### config.mk
export PLATFORM = sky130hd
export DESIGN_NAME = regfile_arbiter_flat
export DESIGN_NICKNAME = d
export VERILOG_FILES = /design/src/rtl/regfile_arb_pkg.sv /design/src/rtl/regfile_arbiter_if.sv /design/src/rtl/rr_arbiter.sv /design/src/rtl/regfile_arbiter.sv /design/src/flat_wrapper.sv
export SDC_FILE = /design/constraint.sdc
export NUM_CORES = 1
export LEC_CHECK = 0
export CELL_PAD_IN_SITES_DETAIL_PLACEMENT = 1
export CELL_PAD_IN_SITES_GLOBAL_PLACEMENT = 1
export CORE_ASPECT_RATIO = 0.9
export CORE_MARGIN = 4
export CORE_UTILIZATION = 30
export DETAILED_ROUTE_END_ITERATION = 8
export GPL_ROUTABILITY_DRIVEN = 0
export PLACE_DENSITY = 0.8
export SYNTH_ARGS = -nofsm -noshare
export SYNTH_HDL_FRONTEND = slang
export SYNTH_SLANG_ARGS = --single-unit
export TNS_END_PERCENT = 10
### constraint.sdc
create_clock -name clk -period 1.9 [get_ports clk]
set_clock_uncertainty 0.1 [all_clocks]
set_input_delay 0.38 -clock clk [delete_from_list [all_inputs] [get_ports clk]]
set_output_delay 0.38 -clock clk [all_outputs]
set_load 0.01 [all_outputs]
### src/rtl/regfile_arb_pkg.sv
// Shared types and helpers for the regfile arbiter: FSM state encoding,
// default bus widths and the round-robin winner search.
package regfile_arb_pkg;

  localparam int ADDR_W_DEF = 3;
  localparam int DATA_W_DEF = 4;
  localparam int MAX_REQ    = 4;

  typedef enum logic [1:0] {
    IDLE  = 2'd0,
    SERVE = 2'd1,
    DONE  = 2'd2,
    CLEAR = 2'd3
  } state_e;

  typedef logic [1:0] idx_t;

  // First set bit of req at or after ptr, wrapping modulo n; 0 if none set.
  function automatic idx_t rr_pick(input logic [MAX_REQ-1:0] req, input idx_t ptr, input int n);
    idx_t idx;
    logic found;
    rr_pick = '0;
    found   = 1'b0;
    for (int i = 0; i < MAX_REQ; i++) begin
      idx = idx_t'((int'(ptr) + i) % n);
      if (i < n && !found && req[idx]) begin
        rr_pick = idx;
        found   = 1'b1;
      end
    end
  endfunction

endpackage

### src/rtl/regfile_arbiter_if.sv
// Client-side handshake bundle of the regfile arbiter; master = requesters,
// slave = arbiter.
interface regfile_arbiter_if
  import regfile_arb_pkg::*;
#(
  parameter int N_REQ  = 2,
  parameter int ADDR_W = ADDR_W_DEF,
  parameter int DATA_W = DATA_W_DEF
);
  logic [N_REQ-1:0]        req_i;
  logic [N_REQ-1:0]        we_i;
  logic [N_REQ*ADDR_W-1:0] addr_i;
  logic [N_REQ*DATA_W-1:0] wdata_i;
  logic [N_REQ-1:0]        ack_o;
  logic [DATA_W-1:0]       rdata_o;
  logic                    clr_req_i;
  logic                    clr_done_o;
  logic                    busy_o;

  modport master (
    output req_i, we_i, addr_i, wdata_i, clr_req_i,
    input  ack_o, rdata_o, clr_done_o, busy_o
  );

  modport slave (
    input  req_i, we_i, addr_i, wdata_i, clr_req_i,
    output ack_o, rdata_o, clr_done_o, busy_o
  );
endinterface

### src/rtl/rr_arbiter.sv
// Combinational round-robin picker; the pointer advances past the served
// requester when upd_en pulses.
module rr_arbiter
  import regfile_arb_pkg::*;
#(
  parameter int N_REQ = 2
) (
  input  logic             clk,
  input  logic             rst_n,
  input  logic [N_REQ-1:0] req,
  input  logic             upd_en,
  input  idx_t             upd_idx,
  output idx_t             winner,
  output logic             any
);
  idx_t                 ptr_q, ptr_d;
  logic [MAX_REQ-1:0]   req_ext;

  always_comb begin
    req_ext              = '0;
    req_ext[N_REQ-1:0]   = req;
    winner               = rr_pick(req_ext, ptr_q, N_REQ);
    any                  = |req;
    ptr_d                = ptr_q;
    if (upd_en) begin
      ptr_d = (upd_idx == idx_t'(N_REQ - 1)) ? '0 : upd_idx + idx_t'(1);
    end
  end

  // NOTE: sequential state uses <= so every flop samples pre-edge values.
  always_ff @(posedge clk or negedge rst_n) begin
    if (!rst_n) ptr_q <= '0;
    else        ptr_q <= ptr_d;
  end
endmodule

### src/rtl/regfile_arbiter.sv
// Shares one regfile between N_REQ requesters: round-robin grant, one access
// per grant (IDLE -> SERVE -> DONE), plus a whole-file clear that beats requests.
module regfile_arbiter
  import regfile_arb_pkg::*;
#(
  parameter int N_REQ  = 2,
  parameter int ADDR_W = ADDR_W_DEF,
  parameter int DATA_W = DATA_W_DEF
) (
  input  logic              clk,
  input  logic              rst_n,
  regfile_arbiter_if.slave  bus,
  output logic              rf_load_o,
  output logic              rf_clr_o,
  output logic [ADDR_W-1:0] rf_addr_o,
  output logic [DATA_W-1:0] rf_din_o,
  input  logic [DATA_W-1:0] rf_q_i
);
  state_e            state_q, state_d;
  idx_t              win_q, win_d;
  logic              we_q, we_d;
  logic [ADDR_W-1:0] addr_q, addr_d;
  logic [DATA_W-1:0] wdata_q, wdata_d;
  logic [DATA_W-1:0] rdata_q, rdata_d;
  logic              clr_done_q, clr_done_d;

  idx_t              pick;
  logic              any_req;
  logic              upd_en;

  rr_arbiter #(.N_REQ(N_REQ)) u_rr (
    .clk     (clk),
    .rst_n   (rst_n),
    .req     (bus.req_i),
    .upd_en  (upd_en),
    .upd_idx (win_q),
    .winner  (pick),
    .any     (any_req)
  );

  // NOTE: every signal gets a default before the case so no latch can be inferred.
  always_comb begin
    state_d    = state_q;
    win_d      = win_q;
    we_d       = we_q;
    addr_d     = addr_q;
    wdata_d    = wdata_q;
    rdata_d    = rdata_q;
    clr_done_d = 1'b0;
    upd_en     = 1'b0;
    bus.ack_o  = '0;
    rf_load_o  = 1'b0;
    rf_clr_o   = 1'b0;
    rf_addr_o  = '0;
    rf_din_o   = '0;

    case (state_q)
      IDLE: begin
        if (bus.clr_req_i) begin
          state_d = CLEAR;
        end else if (any_req) begin
          win_d   = pick;
          // Constant-index mux avoids a variable select wider than the vectors.
          for (int k = 0; k < N_REQ; k++) begin
            if (pick == idx_t'(k)) begin
              we_d    = bus.we_i[k];
              addr_d  = bus.addr_i[k*ADDR_W +: ADDR_W];
              wdata_d = bus.wdata_i[k*DATA_W +: DATA_W];
            end
          end
          state_d = SERVE;
        end
      end
      SERVE: begin
        rf_addr_o = addr_q;
        rf_din_o  = wdata_q;
        rf_load_o = we_q;
        rdata_d   = we_q ? wdata_q : rf_q_i;
        state_d   = DONE;
      end
      DONE: begin
        rf_addr_o = addr_q;
        for (int k = 0; k < N_REQ; k++) begin
          bus.ack_o[k] = (win_q == idx_t'(k));
        end
        upd_en  = 1'b1;
        state_d = IDLE;
      end
      CLEAR: begin
        rf_clr_o   = 1'b1;
        clr_done_d = 1'b1;
        state_d    = IDLE;
      end
      default: state_d = IDLE;
    endcase
  end

  always_ff @(posedge clk or negedge rst_n) begin
    if (!rst_n) begin
      state_q    <= IDLE;
      win_q      <= '0;
      we_q       <= 1'b0;
      addr_q     <= '0;
      wdata_q    <= '0;
      rdata_q    <= '0;
      clr_done_q <= 1'b0;
    end else begin
      state_q    <= state_d;
      win_q      <= win_d;
      we_q       <= we_d;
      addr_q     <= addr_d;
      wdata_q    <= wdata_d;
      rdata_q    <= rdata_d;
      clr_done_q <= clr_done_d;
    end
  end

  assign bus.rdata_o    = rdata_q;
  assign bus.clr_done_o = clr_done_q;
  assign bus.busy_o     = (state_q != IDLE);
endmodule

### src/flat_wrapper.sv
// flat-port wrapper written by rule: the top's interface ports become plain ports
module regfile_arbiter_flat import regfile_arb_pkg::*;
#(
  parameter int N_REQ  = 2,
  parameter int ADDR_W = ADDR_W_DEF,
  parameter int DATA_W = DATA_W_DEF
)
  (clk, rst_n, rf_load_o, rf_clr_o, rf_addr_o, rf_din_o, rf_q_i, bus_req_i, bus_we_i, bus_addr_i, bus_wdata_i, bus_clr_req_i, bus_ack_o, bus_rdata_o, bus_clr_done_o, bus_busy_o);
  regfile_arbiter_if #(.N_REQ(N_REQ), .ADDR_W(ADDR_W), .DATA_W(DATA_W)) bus_i ();
  input  logic clk;
  input  logic rst_n;
  output logic rf_load_o;
  output logic rf_clr_o;
  output logic [ADDR_W-1:0] rf_addr_o;
  output logic [DATA_W-1:0] rf_din_o;
  input  logic [DATA_W-1:0] rf_q_i;
  input wire logic [$bits(bus_i.req_i)-1:0] bus_req_i;
  input wire logic [$bits(bus_i.we_i)-1:0] bus_we_i;
  input wire logic [$bits(bus_i.addr_i)-1:0] bus_addr_i;
  input wire logic [$bits(bus_i.wdata_i)-1:0] bus_wdata_i;
  input wire logic [$bits(bus_i.clr_req_i)-1:0] bus_clr_req_i;
  output wire logic [$bits(bus_i.ack_o)-1:0] bus_ack_o;
  output wire logic [$bits(bus_i.rdata_o)-1:0] bus_rdata_o;
  output wire logic [$bits(bus_i.clr_done_o)-1:0] bus_clr_done_o;
  output wire logic [$bits(bus_i.busy_o)-1:0] bus_busy_o;
  assign bus_i.req_i = bus_req_i;
  assign bus_i.we_i = bus_we_i;
  assign bus_i.addr_i = bus_addr_i;
  assign bus_i.wdata_i = bus_wdata_i;
  assign bus_i.clr_req_i = bus_clr_req_i;
  assign bus_ack_o = bus_i.ack_o;
  assign bus_rdata_o = bus_i.rdata_o;
  assign bus_clr_done_o = bus_i.clr_done_o;
  assign bus_busy_o = bus_i.busy_o;
  regfile_arbiter #(.N_REQ(N_REQ), .ADDR_W(ADDR_W), .DATA_W(DATA_W)) u_core (.clk(clk), .rst_n(rst_n), .bus(bus_i), .rf_load_o(rf_load_o), .rf_clr_o(rf_clr_o), .rf_addr_o(rf_addr_o), .rf_din_o(rf_din_o), .rf_q_i(rf_q_i));
endmodule
# After elaboration in Yosys (flattened, before gate mapping)
# Cells that the tools add are included.
[word_totals]
input_bits = 25
out_inout_bits = 17
regBits = 18
[classes]
n_addsub = 2
n_lt_le_gt_ge = 2
n_eq_ne = 6
muxes = 24
n_reduce_logical = 12
n_bitwise = 2
[ops]
columns = ["operator", "n"]
rows = [
  ["$mux 4", 4],
  ["$mux 1", 11],
  ["$mux 3", 3],
  ["$mux 2", 4],
  ["$eq 2x1->1 const B", 3],
  ["$logic_not 2->1", 3],
  ["$pmux 2 s3", 1],
  ["$reduce_or 2->1", 3],
  ["$eq 2x2->1 const B", 2],
  ["$reduce_and 4->1", 1],
  ["$reduce_bool 2->1", 2],
  ["$lt 1x3->1 const B", 1],
  ["$lt 2x3->1 const B", 1],
  ["$ne 3x2->1 const B", 1],
  ["$reduce_and 3->1", 1],
  ["$add 1x1->1 const B", 2],
  ["$bmux 1 s2", 1],
  ["$and 1x1->1 const A", 1],
  ["$logic_and 1x1->1", 1],
  ["$logic_not 1->1", 1],
  ["$not 1->1", 1],
]

# Depth between registers and ports, before layout
[depth]
ltp_word = 9
ltp_mapped = 7

# Modules after synthesis
# From an unflattened synthesis, not the netlist that was laid out.
[hier_totals]
cells_unflattened = 83
area_unflattened_um2 = 1039.7
[modules_own_cells]
columns = ["mod", "area_each_um2", "n_inst", "cells_per_inst", "seq_area_each_um2"]
rows = [
  ["regfile_arbiter", 975.9, 1, 76, 425.4],
  ["rr_arbiter", 63.8, 1, 7, 25.0],
]

# Worst setup path before layout
# No wires, ideal clock.
[synth_timing]
kind = "register to output"
from = "register u_core.state_q[1]"
to = "output rf_din_o[0]"
stages_incl_launch_ff = 5
arrival_ns = 1.127
path_buffers = 1
setup_slack_ns = 0.293
cell_sequence = "dfrtp_1 > inv_1 > ha_1 > clkbuf_1 > and2_1"
[synth_via]
elab_chain_len = 2
[synth_rtl]
columns = ["element", "line_no", "rtl"]
rows = [
  ["from (decl)", "regfile_arbiter.sv:19", "state_e state_q, state_d;"],
  ["from (signal assigned)", "regfile_arbiter.sv:108", "state_q <= state_d;"],
  ["$eq 2x1->1", "regfile_arbiter.sv:57", "case (state_q)"],
  ["$mux 4", "regfile_arbiter.sv:57", ""],
  ["to (decl)", "flat_wrapper.sv:15", "output logic [DATA_W-1:0] rf_din_o;"],
]
# Every way passes these cells.

# Worst setup path in the final report
[layout_timing]
from = "register u_core.state_q[1]"
to = "output bus_ack_o[1]"
[layout_via]
elab_chain_len = 2
[layout_rtl]
columns = ["element", "line_no", "rtl"]
rows = [
  ["$eq 2x2->1", "regfile_arbiter.sv:57", ""],
  ["$mux 2", "regfile_arbiter.sv:57", ""],
  ["to (decl)", "flat_wrapper.sv:22", "output wire logic [$bits(bus_i.ack_o)-1:0] bus_ack_o;"],
]
# Every way passes these cells.

==> flow_summary.ini <==
[floorplan]
fp.dieW_microns = 67.7
num_rows = 19
coreArea_sq_mm = 0.00307
initial_core_util = 0.314
die-area_sq_mm = 0.00418
die_height_microns = 61.7
ioPinCount = 42

[global_routing]
grt_max_degree = 18
track_usage = 0.168
grt_pass1_vias = 1040
met2_usage = 0.318
grt_overflow_total = 0
grt_use_met1 = 0.178
busiest_layer = met2
grt_pass1_wl_microns = 5040
antenna_found_initial = 0
grt_use_met3 = 0.0180

[layout]
multi_input_area_sq_um = 502
fillerInstances = 364
n_antenna_cell = 0
layout-drive-gt1-share = 0.208
final_common_cell = clkdlybuf4s50_1
fin_util = 0.475
syn_to_final_growth_pct = 51.5
layout_common_cells = clkdlybuf4s50_1 (29), dfrtp_1 (17), a21oi_1 (12)
nNetsFinal = 180
final-seq-area_sq_um = 425

[power]
p_total_w = 0.00206
p_comb_frac = 0.571
p_sw_frac = 0.402
p_leak_nw = 0.628
clkPwrFrac = 0.096
pwr-share-seq = 0.332
p_per_area_mw_per_mm2 = 1410
internal_power_w = 0.00123
p_switching_w = 0.000826
vdd_drop_max_v = 0.000479

[sta]
fin_ws_ns = -0.00839
hold_viol_final = 0
period_needed_ns = 1.91
max_freq_mhz = 524
setup_viol_count_final = 1
period_share = 1.00
slew_violations = 0
rsz0062_at_grt = true
worst_slew_pin_slew_ns = 0.374
relSlewSlack = 0.750

[placed_design]
numPortBuffers = 41
dp_hpwl_microns = 2390

[clock_network]
postCtsHoldBufs = 0
clk_latency_ns = 0.29
cts_root_buffer = clkbuf_4
clk_pin_slew_ns = 0.10
cts_buffers = 3
clk_path_buf_depth = 2
clkSinkCount = 17
cts_tree = built
cts-htree-levels = 1

[logic_synthesis]
synthCells = 102
synth_seq_area_share = 0.442
synth_top_area_cell = dfrtp_1
ys_top_cells_by_area = dfrtp_1 (44%), ha_1 (6.5%), a21oi_1 (6.2%), and2_1 (5.9%), mux2i_1 (5.2%)
synth_cell_types = 22
syn-num-nets = 132
syn-mean-instance-area_sq_um = 9.43
synth-seq-cells = 17
synth_top_area_share = 0.442
yosysWarnings = 0
synth_area_sq_um = 962

[setup_path]
cp-end-kind = primary output
cp_max_fo = 3
crit_type = reg2out
cp-start-kind = register
arrival_ns = 1.43
worstPathRequired_ns = 1.42

[detailed_routing]
route.detailed.drc = 0
postRouteAntennaNets = 0
via_per_inst = 4.92
num_vias = 940
routedWlPerCell_microns = 15.9
drt-total-wl_microns = 3030
first_pass_iters = 4
drt_iter0_drc = 36

[run_status]
failed_checks = negative setup slack
outcome = complete, but fails checks

[flow_run]
cap_violations = 0

[hold_path]
hold_class = in2async
sequential cells by signal, indices dropped and copies added (netlist names):
| signal | flops |
|---|---|
| u_core.addr_q | 3 |
| u_core.bus.clr_done_o | 1 |
| u_core.bus.rdata_o | 4 |
| u_core.state_q | 2 |
| u_core.u_rr.ptr_q | 1 |
| u_core.wdata_q | 4 |
| u_core.we_q | 1 |
| u_core.win_q | 1 |
power by group through the flow:
stage | combinational, W | sequential (W) | clock, W
after floorplan | 0.000619 | 0.000652 | 0
final | 0.00117 | 0.000683 | 0.000198
after global routing | 0.00130 | 0.000706 | 0.000219
after detailed placement | 0.00122 | 0.000690 | 0
after global placement | 0.00117 | 0.000675 | 0
after CTS | 0.00123 | 0.000682 | 0.000207
synthesized netlist by cell type:
master and count:
a31oi_1 7, or2_1 1, or2b_1 1, inv_1 5, dfrtp_1 17, nor2b_1 3, and2_1 9, nand2_1 1
buf_2 2, and2_4 1, nor2_1 6, mux2_2 1, nor4b_2 1, a31oi_2 1, a21oi_1 12, o21ai_1 1
o21ai_0 9, clkbuf_1 3, buf_6 2, mux2i_1 5, ha_1 5, nand3_1 9
through the flow:
step | instances | TNS [ns] | instance area (sq um) | worst slack, ns | hold slack [ns]
2_1_floorplan | 102 | 0 | 962 | 0.293 | -0.0156
3_3_place_gp | 186 | 0 | 1440 | 0.000430 | 0.403
3_5_place_dp | 186 | -0.111 | 1440 | -0.0300 | 0.439
4_1_cts | 191 | 0 | 1500 | 0.000232 | 0.300
5_1_grt | 191 | -0.0908 | 1460 | -0.0908 | 0.301
6_report | 191 | -0.00839 | 1460 | -0.00839 | 0.293
routing by layer:
metal  up-vias  wire length, microns
li1        450                     -
met1       442                  1190
met2        40                  1550
met3         8                   190
met4         0                   105
met5         -                     0
final timing paths:
kind / start / endpoint / slack (ns) / cells past startpoint
min in group clk: u_core.bus.rdata_o[0]$_DFFE_PN0P_ / u_core.bus.rdata_o[0]$_DFFE_PN0P_ / 0.44 / 2
max in group asynchronous: rst_n / u_core.wdata_q[3]$_DFFE_PN0P_ / 1.21 / 2
hold reg to reg: u_core.bus.rdata_o[0]$_DFFE_PN0P_ / u_core.bus.rdata_o[0]$_DFFE_PN0P_ / 0.44 / 2
setup / recovery: u_core.state_q[1]$_DFFE_PN0P_ / bus_ack_o[1] / -0.008 / 4
setup reg to reg: u_core.state_q[0]$_DFFE_PN0P_ / u_core.state_q[0]$_DFFE_PN0P_ / 0.31 / 4
hold / removal: rst_n / u_core.state_q[1]$_DFFE_PN0P_ / 0.29 / 2
cell families after synthesis:
kind of cell | after synthesis | synth area share
multiplexers | 6 | 0.0637
adder cells (fa/ha/maj) | 5 | 0.0650
AO/OA/AOI/OAI | 30 | 0.173
AND/OR/NAND/NOR | 32 | 0.191
flip-flops | 17 | 0.442
buffers and inverters | 12 | 0.0650
area by class of cell:
class / count / area share
Sequential cell: 17 / 0.292
Multi-Input combinational cell: 73 / 0.344
Timing Repair Buffer: 50 / 0.297
Clock buffer: 4 / 0.0180
Inverter: 5 / 0.0129
Tap cell: 42 / 0.0361
what timing repair did:
action | in CTS | in global routing
resized for setup | 30 | 10
endpoints found under the hold margin | 0 | 0
cloned | 0 | 0
buffers inserted | 1 | 0
endpoints found under the setup margin | 12 | 11
worst max-delay path, stage by stage (launching register included):
cell and delay, ns:
dfrtp_1 0.41, buf_4 0.16, ha_2 0.19, and2_1 0.15, clkdlybuf4s15_2 0.22
Power figures use the tool's default switching activity.
